File: config.mk
export PLATFORM = sky130hd
export DESIGN_NAME = red_pitaya_rst_seq
export DESIGN_NICKNAME = d
export VERILOG_FILES = /design/src/rtl/red_pitaya_rst_seq.sv
export SDC_FILE = /design/constraint.sdc
export NUM_CORES = 1
export LEC_CHECK = 0
export BUFFER_PORTS_ARGS = -buffer_cell sky130_fd_sc_hd__buf_2
export CAP_MARGIN = 20
export CORE_AREA = 3 3 90 58
export CTS_CLUSTER_DIAMETER = 80
export CTS_CLUSTER_SIZE = 40
export DETAILED_ROUTE_END_ITERATION = 10
export DIE_AREA = 0 0 93 61
export PLACE_DENSITY = 0.69
export SLEW_MARGIN = 20
export SYNTH_ARGS = -nofsm -noshare
export SYNTH_HDL_FRONTEND = slang
export SYNTH_SLANG_ARGS = --single-unit
File: constraint.sdc
create_clock -name clk -period 3.1 [get_ports clk]
set_input_delay 0.155 -clock clk [delete_from_list [all_inputs] [get_ports clk]]
set_output_delay 0.155 -clock clk [all_outputs]
set_load 0.01 [all_outputs]
File: src/rtl/red_pitaya_rst_seq.sv
// Reset sequencer and MMCM lock supervisor for the ADC clock domain.
// Optional MMCM re-reset watchdog enabled with `define RST_SEQ_WATCHDOG_EN.
module red_pitaya_rst_seq #(
  parameter int SYNC_STAGES = 2,
  parameter int LOCK_HOLD   = 1024,
  parameter int STAGGER     = 16,
  parameter int N_OUT       = 3,
  parameter int WD_TIMEOUT  = 65536,
  parameter int PLL_RST_LEN = 8
) (
  input  logic             clk,
  input  logic             rstn,
  input  logic             pll_locked_i,
  input  logic             soft_rst_i,
  output logic [N_OUT-1:0] rst_n_o,
  output logic             ready_o,
  output logic [15:0]      lock_loss_cnt_o,
  output logic [2:0]       state_o,
  output logic             pll_rst_o
);

  typedef enum logic [2:0] {
    ST_WAIT_LOCK = 3'd0,
    ST_HOLD      = 3'd1,
    ST_RELEASE   = 3'd2,
    ST_RUN       = 3'd3,
    ST_PLL_RST   = 3'd4
  } state_e;

  // One shared counter serves the hold, stagger, watchdog and pulse timers.
  localparam int MAX_A   = (LOCK_HOLD > STAGGER) ? LOCK_HOLD : STAGGER;
  localparam int MAX_B   = (WD_TIMEOUT > PLL_RST_LEN) ? WD_TIMEOUT : PLL_RST_LEN;
  localparam int CNT_MAX = (MAX_A > MAX_B) ? MAX_A : MAX_B;
  localparam int CNT_W   = $clog2(CNT_MAX);
  localparam int IDX_W   = (N_OUT > 1) ? $clog2(N_OUT) : 1;

  logic [SYNC_STAGES-1:0] r_sync;
  logic                   w_locked_s;

  state_e           r_state,     w_state_nxt;
  logic [CNT_W-1:0] r_cnt,       w_cnt_nxt;
  logic [IDX_W-1:0] r_idx,       w_idx_nxt;
  logic [N_OUT-1:0] r_rst_n,     w_rst_n_nxt;
  logic             r_ready,     w_ready_nxt;
  logic [15:0]      r_loss_cnt,  w_loss_cnt_nxt;

  assign w_locked_s = r_sync[SYNC_STAGES-1];

  always_ff @(posedge clk or negedge rstn) begin
    if (!rstn) begin
      r_sync <= '0;
    end else begin
      r_sync <= {r_sync[SYNC_STAGES-2:0], pll_locked_i};
    end
  end

  always_comb begin
    // NOTE: every next-state signal gets a default first so no path can infer a latch.
    w_state_nxt    = r_state;
    w_cnt_nxt      = r_cnt;
    w_idx_nxt      = r_idx;
    w_rst_n_nxt    = r_rst_n;
    w_ready_nxt    = r_ready;
    w_loss_cnt_nxt = r_loss_cnt;

    case (r_state)
      ST_WAIT_LOCK: begin
        w_rst_n_nxt = '0;
        w_ready_nxt = 1'b0;
        if (w_locked_s && !soft_rst_i) begin
          w_state_nxt = ST_HOLD;
          w_cnt_nxt   = '0;
        end
`ifdef RST_SEQ_WATCHDOG_EN
        else if (r_cnt == CNT_W'(WD_TIMEOUT - 1)) begin
          w_state_nxt = ST_PLL_RST;
          w_cnt_nxt   = '0;
        end else begin
          w_cnt_nxt = r_cnt + 1'b1;
        end
`else
        else begin
          w_cnt_nxt = '0;
        end
`endif
      end

      ST_HOLD: begin
        if (!w_locked_s) begin
          w_state_nxt = ST_WAIT_LOCK;
          w_cnt_nxt   = '0;
        end else if (soft_rst_i) begin
          w_cnt_nxt = '0;
        end else if (r_cnt == CNT_W'(LOCK_HOLD - 1)) begin
          w_state_nxt = ST_RELEASE;
          w_cnt_nxt   = '0;
          w_idx_nxt   = '0;
        end else begin
          w_cnt_nxt = r_cnt + 1'b1;
        end
      end

      ST_RELEASE, ST_RUN: begin
        // Lock loss outranks a soft reset; only losses out of RUN are counted.
        if (!w_locked_s) begin
          w_state_nxt = ST_WAIT_LOCK;
          w_cnt_nxt   = '0;
          w_rst_n_nxt = '0;
          w_ready_nxt = 1'b0;
          if (r_state == ST_RUN && r_loss_cnt != 16'hFFFF) begin
            w_loss_cnt_nxt = r_loss_cnt + 16'd1;
          end
        end else if (soft_rst_i) begin
          w_state_nxt = ST_HOLD;
          w_cnt_nxt   = '0;
          w_rst_n_nxt = '0;
          w_ready_nxt = 1'b0;
        end else if (r_state == ST_RELEASE) begin
          if (r_cnt == CNT_W'(STAGGER - 1)) begin
            w_rst_n_nxt[r_idx] = 1'b1;
            w_cnt_nxt          = '0;
            if (r_idx == IDX_W'(N_OUT - 1)) begin
              w_state_nxt = ST_RUN;
              w_ready_nxt = 1'b1;
            end else begin
              w_idx_nxt = r_idx + 1'b1;
            end
          end else begin
            w_cnt_nxt = r_cnt + 1'b1;
          end
        end
      end

`ifdef RST_SEQ_WATCHDOG_EN
      ST_PLL_RST: begin
        if (r_cnt == CNT_W'(PLL_RST_LEN - 1)) begin
          w_state_nxt = ST_WAIT_LOCK;
          w_cnt_nxt   = '0;
        end else begin
          w_cnt_nxt = r_cnt + 1'b1;
        end
      end
`endif

      default: begin
        w_state_nxt = ST_WAIT_LOCK;
        w_cnt_nxt   = '0;
        w_rst_n_nxt = '0;
        w_ready_nxt = 1'b0;
      end
    endcase
  end

  always_ff @(posedge clk or negedge rstn) begin
    if (!rstn) begin
      r_state    <= ST_WAIT_LOCK;
      r_cnt      <= '0;
      r_idx      <= '0;
      r_rst_n    <= '0;
      r_ready    <= 1'b0;
      r_loss_cnt <= '0;
    end else begin
      // NOTE: non-blocking so every register samples the pre-edge next-state values.
      r_state    <= w_state_nxt;
      r_cnt      <= w_cnt_nxt;
      r_idx      <= w_idx_nxt;
      r_rst_n    <= w_rst_n_nxt;
      r_ready    <= w_ready_nxt;
      r_loss_cnt <= w_loss_cnt_nxt;
    end
  end

  assign rst_n_o         = r_rst_n;
  assign ready_o         = r_ready;
  assign lock_loss_cnt_o = r_loss_cnt;
  assign state_o         = r_state;

`ifdef RST_SEQ_WATCHDOG_EN
  assign pll_rst_o = (r_state == ST_PLL_RST);
`else
  assign pll_rst_o = 1'b0;
`endif

endmodule
## Word-level counts from Yosys, hierarchy flattened

Index checks and enable logic that the tools add are counted.

- Bits in registers: 43
- Bits of input ports: 4
- Output and inout port bits: 24
- Word-level logic and storage cells: 88

- Add/sub/neg operators: 3
- Magnitude comparators: 2
- Equal/unequal tests: 21
- Mux-type cells: 40
- Bitwise gates (word level): 3
- Reduce and logical (&&, ||, !) cells: 12

Operators with widths:

| kind | number |
|---|---|
| $mux W16 | 7 |
| $mux W3 | 13 |
| $add A16 B1 Y16 const B | 2 |
| $pmux W16 S2 | 1 |
| $ne A2 B2 Y1 const B | 9 |
| $eq A16 B10 Y1 const B | 1 |
| $eq A16 B4 Y1 const B | 1 |
| $mux W2 | 8 |
| $ne A16 B16 Y1 const B | 1 |
| $ne A4 B4 Y1 const B | 3 |
| $pmux W3 S3 | 1 |
| $reduce_and A9 Y1 | 1 |
| $eq A3 B2 Y1 const B | 2 |
| $mux W1 | 6 |
| $ne A3 B3 Y1 const B | 2 |
| $pmux W3 S2 | 1 |
| $reduce_and A3 Y1 | 2 |
| $reduce_and A6 Y1 | 1 |
| $pmux W2 S2 | 1 |
| $reduce_and A4 Y1 | 1 |
| $eq A3 B1 Y1 const B | 1 |
| $logic_and A1 B1 Y1 | 3 |
| $logic_not A3 Y1 | 1 |
| $lt A2 B3 Y1 const B | 1 |
| 10 further kinds | 11 |

## Logic depth before layout (Yosys ltp)

Gate-level depths: netlist of the first run.

- Depth in word-level cells: 10
- Gate-level depth with buffers: 8
- Gate-level depth less buffers: 6

## Worst setup path after synthesis of the first run

OpenSTA, ideal clock, no wires.

- Kind: register to register
- Start: reg r_cnt[0]
- End: reg r_idx[0]
- Library setup time: 0.125 ns
- Arrival time: 1.694 ns
- Required time: 2.975 ns
- Setup slack: 1.281 ns
- Stages on the path, launching flop included: 7
- Path buffers: 0
- Period minus slack after synthesis: 1.819 ns
- Cell sequence: dfrtp_1 -> ha_1 -> and3_1 -> nand4_2 -> or2_4 -> nor3_4 -> mux2_2

- Longest elaborated chain between the ends: 3
- Elaborated cells between the ends (all ways): 5
- Those cells by class: eq/ne (4); reduce/logical (1)

Ends and longest elaborated chain:

| what | RTL line | source |
|---|---|---|
| start, declared | 41 | `logic [CNT_W-1:0] r_cnt, w_cnt_nxt;` |
| start signal, assigned | 165 | `r_cnt <= w_cnt_nxt;` |
| $eq A16 B4 Y1 / $eq A16 B10 Y1 (equally long branches) | 119, 94 |  |
| $ne A2 B2 Y1 (no line) | n/a |  |
| $reduce_and A9 Y1 (no line) * | n/a |  |
| end signal, assigned | 166 | `r_idx <= w_idx_nxt;` |
| end, declared | 42 | `logic [IDX_W-1:0] r_idx, w_idx_nxt;` |

Every way passes the cells marked *; elsewhere a longest branch is shown, timed or not.
A chain may end at the register's enable or synchronous reset.

## Final worst setup path of the first run

Same ends and word-level chain as after synthesis.

==> metrics.md, run 1 <==
| Metric | Value |
|---|---|
| MaxCap Viol Count | 0 |
| H-tree depth | 2 |
| GR Util met3 | under 10% |
| Final Hold Fails | 30 |
| Initial antenna violation count | 0 |
| Max FO, Critical Path | 5 |
| Seq/Total Area, Yosys | a little under half |
| Clock sink count | 42 |
| Routed vias | around 1700 |
| Setup TNS | 0 ns |
| First-pass GRT wire length | approximately 7600 um |
| Synthesized area | about 2200 sq um |
| Post-route DRC | 0 |
| Failing checks | hold timing |
| Post-synthesis area per instance | between 10 and 15 sq um |
| Status | finished with violations |
| Syn Inst Count | ~220 |
| Final ANT Viol Nets | 0 |
| Post-synth EDFFs | 0 |
| Leakage power | 0.00113 uW |
| Crit Path Category | reg2reg |
| Largest net degree at the start of global routing | 43 |
| Vias/cell | between 5 and 6 |
| Setup Buffers After CTS | 0 |
| Most used DFF post-synth | dfrtp_1 |
| Std-Cell Rows | 19 |
| Chip Height | 61 um |
| Max Root-Sink Buffers | 2 |
| Number of buffers created by CTS | 5 |
| Ys async rst share | 100% |
| Commonest non-fill, non-tap cell in the layout | dfrtp_1 |
| RSZ-0062 raised after global routing | false |
| Initial core utilization | a little under 50% |
| Register bit total from synthesis | between 40 and 50 |
| Critical Path Start Type | flip-flop |
| Most frequent cells in the layout | 42 x dfrtp_1, 25 x buf_2, 24 x nor2_1 |
| Syn-to-layout area delta | 13.2% |
| Post-layout min period | around 2 ns |
| Layout cell share with drive strength beyond 1 | between 10% and 20% |
| # IOs | 28 |
| Bufs and invs on worst path | 0 |
| Synth unique cells | 47 |
| Synthesis Warnings | 0 |
| CP required | 3.27 ns |
| Arrival time worst endpoint | 2.17 ns |
| Reg-to-reg slack, setup | roughly 1.1 ns |
| Tcrit/Tclk final | between 60% and 70% |
| Largest delay share family, worst path | simple AND/OR/NAND/NOR gates |
| Fillers | 422 |
| Final-stage net count | 254 |
| Gpl congestion | approximately 0.80 |
| Total power | 1050 uW |
| Placeable Area | roughly 4500 sq um |
| Clk_skew | 0.00756 ns |
| Fin Hold WS | -0.0178 ns |
| Clock slew at the register clock pins of the worst setup and hold paths | ~0.08 ns |
| Worst hold path class | in2async |
| Met1 Resource Use GR | 26.8% |
| DRT iter0 DRCs | about 120 |
| Vias in the first global route | 1511 |
| DR WL/cell | ~14 um |
| Maximum vdd drop | approximately 0.38 mV |
| Power Density | 420 nW/um^2 |
| Worst Setup SP | r_cnt[0] |
| DP HPWL | 3280 um |
| DIE AREA | approximately 5700 sq um |
| R2R Path End | r_idx[0] |
| Final Max Tran Viols | 0 |
| Met2 usage in global routing | roughly a quarter |
| Worst reg2reg startpoint | r_cnt[0] |
| Fmax | ~0.5 GHz |
| Total GRT Usage | approximately 17% |
| Crit path capture type | flip-flop |
| Most Crowded Layer GR | met1 |
| Worst-Skew Late Latency | between 0.2 and 0.3 ns |
| Crit-path cells | ha_1 > and3_1 > nand4_2 > or2_4 > nor3_4 > mux2_2 |
| Final WL | 4410 um |
| Inserted Diodes | 0 |
| Clock root cell | clkbuf_8 |
| Worst stage delay on the critical path | roughly 0.4 ns |
| IO buf count | 25 |
| Worst Max-Slew Pin Slew | roughly 0.9 ns |
| Number of setup violations in the final report | 0 |
| Worst reg2reg path depth | 6 |
| Grt ovf | 0 |
| TritonRoute pass-1 iters | 4 |
| Worst slew margin | about two fifths |
| CTS tree | done |
| Die Wd | around 93 um |
| Cell at the slowest stage of the critical path | dfrtp_1 |
==> state kept, by name, summed over array words and instances, names as in the netlist <==
register	flops
rst_n_o	3
state_o	2
r_sync	2
r_cnt	16
r_idx	2
lock_loss_cnt_o	16
ready_o	1
==> per-layer routing <==
metal / wire, um / vias up
met5: 0 / -
met4: 46 / 0
met3: 269 / 6
met2: 1760 / 55
met1: 2340 / 840
li1: - / 836
==> cell families after synthesis <==
family | Yosys count | synth area share [%]
muxes | 4 | 2.04
xor gates and xnor gates | 20 | 7.94
adders and majority gates | 5 | 2.83
buffers and inverters | 13 | 2.95
DFF | 42 | 47.6
AOI/OAI and AO/OA | 34 | 11.9
other | 1 | 0.170
and+or+nand+nor | 98 | 24.5
==> stage by stage <==
stage	cells	worst slack (ns)	cell area (sq um)	utilization (%)
after floorplan	218	1.28	2210	-
after global placement	300	1.17	2380	53.2
after detailed placement	300	1.12	2380	53.2
after CTS	308	1.10	2500	55.9
after global routing	308	0.997	2500	55.9
final	308	1.10	2500	55.9
==> synth_stat cells, types with 5 or more instances <==
| cell type | count | area, sq um |
|---|---|---|
| ha_1 | 5 | 62.6 |
| dfrtp_1 | 42 | 1050 |
| a21oi_1 | 11 | 55.1 |
| xnor2_1 | 12 | 105 |
| inv_1 | 7 | 26.3 |
| xor2_1 | 8 | 70.1 |
| nand4_1 | 8 | 50.1 |
| nand2_1 | 18 | 67.6 |
| nor4_1 | 5 | 31.3 |
| nand3_1 | 18 | 90.1 |
| nor2_1 | 24 | 90.1 |
==> final cells by class <==
class,count,area [sq um],share of cell area [%]
Clock buffer,6,82.6,3.30
Clock inverter,1,30.0,1.20
Inverter,7,26.3,1.05
Multi-Input combinational cell,163,1090,43.8
Sequential cell,42,1050,42.1
Tap cell,63,78.8,3.15
Timing Repair Buffer,26,135,5.41
==> what timing repair did <==
| item | in CTS | in global routing |
|---|---|---|
| endpoints found under the hold margin | 1 | 0 |
| resized for setup | 0 | 0 |
| hold buffers | 1 | 0 |
==> worst max-delay path by stage <==
stage                 to  slack (ns)  depth (start not counted)
6_report        r_idx[0]        1.10                          6
5_1_grt        r_cnt[10]         1.0                          6
4_1_cts         r_idx[0]        1.10                          6
3_5_place_dp    r_idx[0]        1.12                          6
3_3_place_gp    r_idx[0]        1.17                          6
2_1_floorplan   r_idx[0]        1.28                          6
==> power breakdown <==
group / leakage, uW / switching [uW] / internal, uW
Clock: 0.0000573 / 180 / 258
Combinational: 0.000503 / 27.1 / 13.8
Sequential: 0.000569 / 12.9 / 557
No activity file was read; power rests on OpenSTA's default activity.
==> inputs of run 2 (changes only) <==
- PLACE_DENSITY: 0.69 -> 0.72
- clock period: 3.1 -> 1.6 ns (I/O delays scaled with it)
==> run 2 against run 1 <==
Net effect: the flow finishes with violations (setup timing); maximum frequency increased by 9.2%; global-route usage increased by 3.9 points; combinational power increased to 4.1 times the previous value; first-iteration DRC count increased by 26%; cell count increased by 24%; count of clock-buffer cells in the layout unchanged; utilization increased by 17 points; clock skew increased by 0.0044 ns; total power increased by 120%; largest cell class unchanged.
==> metrics.md, run 2 (synthesized netlist as in run 1, its figures left out) <==
| Metric | Value |
|---|---|
| Clock slew at the register clock pins of the worst setup and hold paths | 0.09 ns (about the same) |
| MaxCap Viol Count | 0 (unchanged) |
| Number of setup violations in the final report | 25 (+25) |
| Worst-Skew Late Latency | 0.30 ns (about the same) |
| Final ANT Viol Nets | 0 (unchanged) |
| Std-Cell Rows | 19 (unchanged) |
| H-tree depth | 2 (unchanged) |
| Final Max Tran Viols | 0 (unchanged) |
| Hold EP | state_o[0] |
| Worst slew margin | 54.9% (+15 points) |
| # IOs | 28 (unchanged) |
| Worst reg2reg startpoint | r_cnt[13] |
| Clk_skew | 0.0120 ns (+0.00442 ns) |
| DIE AREA | 5670 sq um (unchanged) |
| R2R Path End | r_idx[0] |
| Power Density | 706 nW/um^2 (+68%) |
| Failing checks | setup timing |
| Placeable Area | 4470 sq um (unchanged) |
| Non-Filler Instances | 381 (+24%) |
| IO buf count | 25 (unchanged) |
| Commonest non-fill, non-tap cell in the layout | buf_4 |
| Initial core utilization | 49.4% (unchanged) |
| Initial antenna violation count | 0 (unchanged) |
| DR WL/cell | 16.1 um (+12%) |
| Final-stage net count | 326 (+28%) |
| Routed vias | 2078 (+20%) |
| HP Start | soft_rst_i |
| Clock root cell | clkbuf_8 |
| Syn-to-layout area delta | 47.4% |
| Worst hold path class | in2reg |
| Crit Path Category | reg2reg |
| Final Hold Fails | 0 (-100%) |
| Critical Path Start Type | flip-flop |
| Vias/cell | 5.45 (-3.3%) |
| Met1 Resource Use GR | 33.2% (+6.3 points) |
| Layout cell share with drive strength beyond 1 | 44.3% (+25 points) |
| Met2 usage in global routing | 29.3% (+5.4 points) |
| Chip Height | 61 um (unchanged) |
| Crit path capture type | flip-flop |
| Max FO, Critical Path | 3 (-2) |
| DRT iter0 DRCs | 153 (+26%) |
| Worst Max-Slew Pin Slew | 0.676 ns (-0.222 ns) |
| Final WL | 6120 um (+39%) |
| Total power | 2300 uW (+120%) |
| Max Root-Sink Buffers | 2 (unchanged) |
| Cell at the slowest stage of the critical path | dfrtp_1 |
| Clock sink count | 42 (unchanged) |
| Arrival time worst endpoint | 2.01 ns (-0.16 ns) |
| Total GRT Usage | 21.3% (+3.9 points) |
| RSZ-0062 raised after global routing | true |
| Area of the multi-input gates | 1250 sq um (+14%) |
| TritonRoute pass-1 iters | 4 (unchanged) |
| Largest net degree at the start of global routing | 31 (-28%) |
| Maximum vdd drop | 0.581 mV (+54%) |
| Number of buffers created by CTS | 5 (unchanged) |
| Worst stage delay on the critical path | 0.42 ns (about the same) |
| Post-route DRC | 0 (unchanged) |
| Die Wd | 93 um (unchanged) |
| Post-layout min period | 1.83 ns (-0.168 ns) |
| Fillers | 311 (-26%) |
| Most Crowded Layer GR | met1 |
| WHS Path Cells | 3 |
| Most frequent cells in the layout | 66 x buf_4, 40 x dfrtp_1, 26 x buf_2 |
| Post-placement cell count | 362 (+21%) |
| Grt ovf | 0 (unchanged) |
| Reg-to-reg slack, setup | -0.23 ns (-1.33 ns) |
| Tcrit/Tclk final | 114% (+50 points) |
| Worst reg2reg path depth | 5 (-1) |
| DP HPWL | 4110 um (+25%) |
| CP required | 1.78 ns (-1.49 ns) |
| Gpl congestion | 0.798 (-0.19%) |
| Crit-path cells | nor4_4 > nand4_4 > or2_4 > nor3_4 > mux2_4 |
| Vias in the first global route | 1878 (+24%) |
| Leakage power | 0.00156 uW (+38%) |
| Fmax | 0.546 GHz (+9.2%) |
| CTS tree | done |
| Inserted Diodes | 0 (unchanged) |
| Worst setup margin | -0.230 ns (-1.33 ns) |
| First-pass GRT wire length | 9210 um (+22%) |
| Register area | 1050 sq um (+0.24%) |
| Status | finished with violations |
| GR Util met3 | 5.08% (+0.87 points) |
[run 2: worst max path at each step]
stage / start / end / slack [ns] / cells past startpoint
floorplan: r_cnt[0] / r_idx[0] / -0.16 / 6
global placement: r_cnt[10] / r_idx[1] / -0.17 / 5
detailed placement: r_cnt[10] / r_idx[1] / -0.20 / 5
CTS: r_cnt[13] / r_idx[0] / -0.23 / 5
global route: r_cnt[13] / r_idx[0] / -0.29 / 5
finish: r_cnt[13] / r_idx[0] / -0.23 / 5
[run 2: power by group]
part	leakage [uW]	internal (uW)	total, uW	switching [uW]
combinational	0.000919	81.0	167	85.9
sequential	0.000566	1080	1090	12.7
clock	0.0000714	666	1040	372
[run 2: repair_timing]
| action | 4_1_cts | 5_1_grt |
|---|---|---|
| hold buffers | 2 | 0 |
| buffers inserted | 5 | 4 |
| resized for setup | 5 | 21 |
| endpoints found under the setup margin | 25 | 34 |
| pin swaps | 7 | 9 |
| endpoints found under the hold margin | 29 | 0 |
[run 2: area by class of cell]
| type | instances | area share, % |
|---|---|---|
| clock buffers | 6 | 2.54 |
| clock inverters | 2 | 1.85 |
| inverters | 7 | 0.808 |
| multi-input cells | 163 | 38.5 |
| flip-flops and latches | 42 | 32.4 |
| well taps | 63 | 2.42 |
| repair buffers | 98 | 21.5 |
[run 2: routing by layer]
| metal | up-vias | wire, um | share of wire, % |
|---|---|---|---|
| li1 | 975 | - | - |
| met1 | 1022 | 2860 | 47 |
| met2 | 75 | 2770 | 45 |
| met5 | - | 0 | 0 |
| met4 | 0 | 31 | 0.51 |
| met3 | 6 | 452 | 7.4 |
[run 2: critical path, delay by kind of cell, from the launching register on]
kind	cells	cell delay (ns)
DFF	1	0.42
muxes	1	0.32
and+or+nand+nor	4	0.97
[run 2: stage by stage]
| step | worst slack (ns) | utilization [%] | TNS [ns] | hold WS, ns | area [sq um] |
|---|---|---|---|---|---|
| floorplan | -0.165 | - | -0.567 | -0.216 | 2260 |
| global placement | -0.168 | 64.5 | -1.42 | 0.163 | 2880 |
| detailed placement | -0.196 | 64.5 | -2.00 | 0.160 | 2880 |
| CTS | -0.227 | 69.6 | -2.56 | 0.224 | 3110 |
| global route | -0.291 | 72.8 | -5.21 | 0.268 | 3250 |
| finish | -0.230 | 72.8 | -3.60 | 0.256 | 3250 |
==> inputs of run 3 (changes only) <==
- BUFFER_PORTS_ARGS: -buffer_cell sky130_fd_sc_hd__buf_2 -> default
- DONT_BUFFER_PORTS: default -> 1
- PLACE_DENSITY: 0.72 -> 0.66
==> run 3 against run 2 <==
Net effect: the run still ends with setup timing left; first-iteration DRC count is 27% higher; die area stayed put; final area is 6.3% lower; combinational power is 11% lower; via count is 8.7% lower; sequential power hardly changed; worst setup slack better by 0.014 ns; non-clock buffer count is 30 lower; sequential cell count stayed put; clock power is 34% lower; critical path type unchanged.
==> metrics.md, run 3 (synthesized netlist as in run 1, its figures left out) <==
| Metric | Value |
|---|---|
| Status | finished with violations |
| Failing checks | setup timing |
| WHS Path Cells | 3 (unchanged) |
| Largest net degree at the start of global routing | 43 (+39%) |
| Worst reg2reg path depth | 5 (unchanged) |
| Initial antenna violation count | 0 (unchanged) |
| Chip Height | 61 um (unchanged) |
| RSZ-0062 raised after global routing | true |
| Worst-Skew Late Latency | 0.30 ns (about the same) |
| Total GRT Usage | 21.7% (+0.32 points) |
| Clock root cell | clkbuf_8 |
| Critical Path Start Type | flip-flop |
| Most frequent cells in the layout | 62 x buf_4, 38 x dfrtp_1, 20 x nor2_1 |
| CTS tree | done |
| Setup TNS | -2.44 ns (+1.16 ns) |
| First-pass GRT wire length | 9180 um (-0.37%) |
| Final-stage net count | 297 (-8.9%) |
| TritonRoute pass-1 iters | 6 (+2) |
| Comb power frac | 7.7% (+0.4 points) |
| Inserted Diodes | 0 (unchanged) |
| Fillers | 358 (+15%) |
| DR WL/cell | 16.2 um (+1.2%) |
| Final WL | 5720 um (-6.5%) |
| DIE AREA | 5670 sq um (unchanged) |
| DRT iter0 DRCs | 194 (+27%) |
| Worst setup margin | -0.216 ns (+0.0142 ns) |
| Max FO, Critical Path | 3 (unchanged) |
| Fmax | 0.551 GHz (+0.78%) |
| Arrival time worst endpoint | 2.00 ns (about the same) |
| Hold EP | state_o[0] |
| Vias in the first global route | 1740 (-7.3%) |
| Max Root-Sink Buffers | 2 (unchanged) |
| IO buf count | 0 (-100%) |
| Worst hold path class | in2reg |
| Non-Filler Instances | 352 (-7.6%) |
| Post-placement cell count | 334 (-7.7%) |
| Crit Path Category | reg2reg |
| Final Hold Fails | 0 (unchanged) |
| R2R Path End | r_idx[0] |
| Layout cell share with drive strength beyond 1 | 39.4% (-4.9 points) |
| Commonest non-fill, non-tap cell in the layout | buf_4 |
| Crit path capture type | flip-flop |
| Clock sink count | 42 (unchanged) |
| Gpl congestion | 0.780 (-2.2%) |
| Routed vias | 1897 (-8.7%) |
| Initial core utilization | 49.4% (unchanged) |
| Std-Cell Rows | 19 (unchanged) |
| Pint | 1450 uW (-20%) |
| Clock slew at the register clock pins of the worst setup and hold paths | 0.08 ns (about the same) |
| Share of power burned in registers | 56.7% (+9.2 points) |
| H-tree depth | 2 (unchanged) |
| HP Start | soft_rst_i |
| Grt ovf | 0 (unchanged) |
| Number of setup violations in the final report | 25 (unchanged) |
| MaxCap Viol Count | 0 (unchanged) |
| Post-layout min period | 1.82 ns (-0.0142 ns) |
| Final Max Tran Viols | 0 (unchanged) |
| CP required | 1.79 ns (about the same) |
| Placeable Area | 4470 sq um (unchanged) |
| Net Switching | 479 uW (+1.7%) |
| Clock power share | 35.7% (-9.5 points) |
| Vias/cell | 5.39 (-1.2%) |
| Syn-to-layout area delta | 38.2% |
| Die Wd | 93 um (unchanged) |
| Maximum vdd drop | 0.544 mV (-6.3%) |
| Net Sw Frac | 24.8% (+4.3 points) |
| # IOs | 28 (unchanged) |
| DP HPWL | 4060 um (-1.2%) |
| Number of buffers created by CTS | 5 (unchanged) |
| Worst slack, placed | -0.219 ns (-0.0227 ns) |
| Final ANT Viol Nets | 0 (unchanged) |
| Post-route DRC | 0 (unchanged) |
| Power Density | 634 nW/um^2 (-10%) |
| Leakage power | 0.00136 uW (-12%) |
| Clk_skew | 0.00595 ns (-0.00603 ns) |
| Tcrit/Tclk final | 113% (-0.89 points) |
| Worst reg2reg startpoint | r_cnt[5] |
| Reg-to-reg slack, setup | -0.22 ns (about the same) |
==> run 3: cell types whose count changed in the layout (fill, tap and decap cells not counted), moves of 2 or more <==
cell	previous run	this run
mux2_4	3	0
dfrtp_2	2	4
bufinv_16	2	0
mux2_2	1	4
buf_4	66	62
nor2_1	22	20
buf_2	26	0
nor4_2	2	0
dfrtp_1	40	38
==> run 3: metrics by stage <==
stage / instance area (sq um) / power, uW / hold slack, ns / util [%]
2_1_floorplan: 2260 / 1170 / -0.216 / -
3_3_place_gp: 2740 / 1210 / -0.214 / 61.2
3_5_place_dp: 2740 / 1220 / -0.214 / 61.2
4_1_cts: 2960 / 1960 / 0.0287 / 66.3
5_1_grt: 3050 / 2030 / 0.0384 / 68.2
6_report: 3050 / 1930 / 0.0465 / 68.2
==> run 3: critical path: stages (launching register included) <==
cell and delay, ns:
dfrtp_1 0.45, nor4_4 0.32, nand4_4 0.12, or2_4 0.27, nor3_4 0.17, mux2_2 0.36
==> run 3: area by class of cell <==
type                            instances  area (sq um)  share of cell area, %
Clock buffer                            6          72.6                   2.38
Inverter                                7          26.3                  0.862
Tap cell                               63          78.8                   2.59
Sequential cell                        42          1060                   34.6
Clock inverter                          2          13.8                  0.451
Multi-Input combinational cell        164          1250                   41.2
Timing Repair Buffer                   68           547                   17.9
==> run 3: per-layer routing <==
layer  GRT usage, %  share of wire [%]  up-vias
li1               -                  -      931
met3           5.70                5.7        9
met4           6.26                1.2        0
met2           30.0                 41       41
met1           33.2                 52      916
met5              0                  0        -
==> run 3: timing repair <==
action | CTS | global route
buffers inserted | 3 | 3
hold endpoints to repair | 43 | 0
resized for setup | 13 | 14
pin swaps | 4 | 9
hold buffers | 3 | 0
setup endpoints to repair | 26 | 35
gates cloned | 1 | 0
==> run 3: power groups by stage <==
stage	Sequential [uW]	Combinational [uW]	Clock [uW]
final	1100	149	689
after global routing	1100	166	770
after CTS	1090	148	720
after detailed placement	1120	108	0
after global placement	1110	102	0
after floorplan	1120	52.9	0
==> run 3: how the worst max path moves through the flow <==
stage | startpoint | end | cells past startpoint
global placement | r_cnt[6] | r_idx[0] | 5
global route | r_cnt[10] | r_idx[0] | 5
finish | r_cnt[5] | r_idx[0] | 5
CTS | r_cnt[10] | r_idx[0] | 5
detailed placement | r_cnt[6] | r_idx[0] | 5
floorplan | r_cnt[0] | r_idx[0] | 6
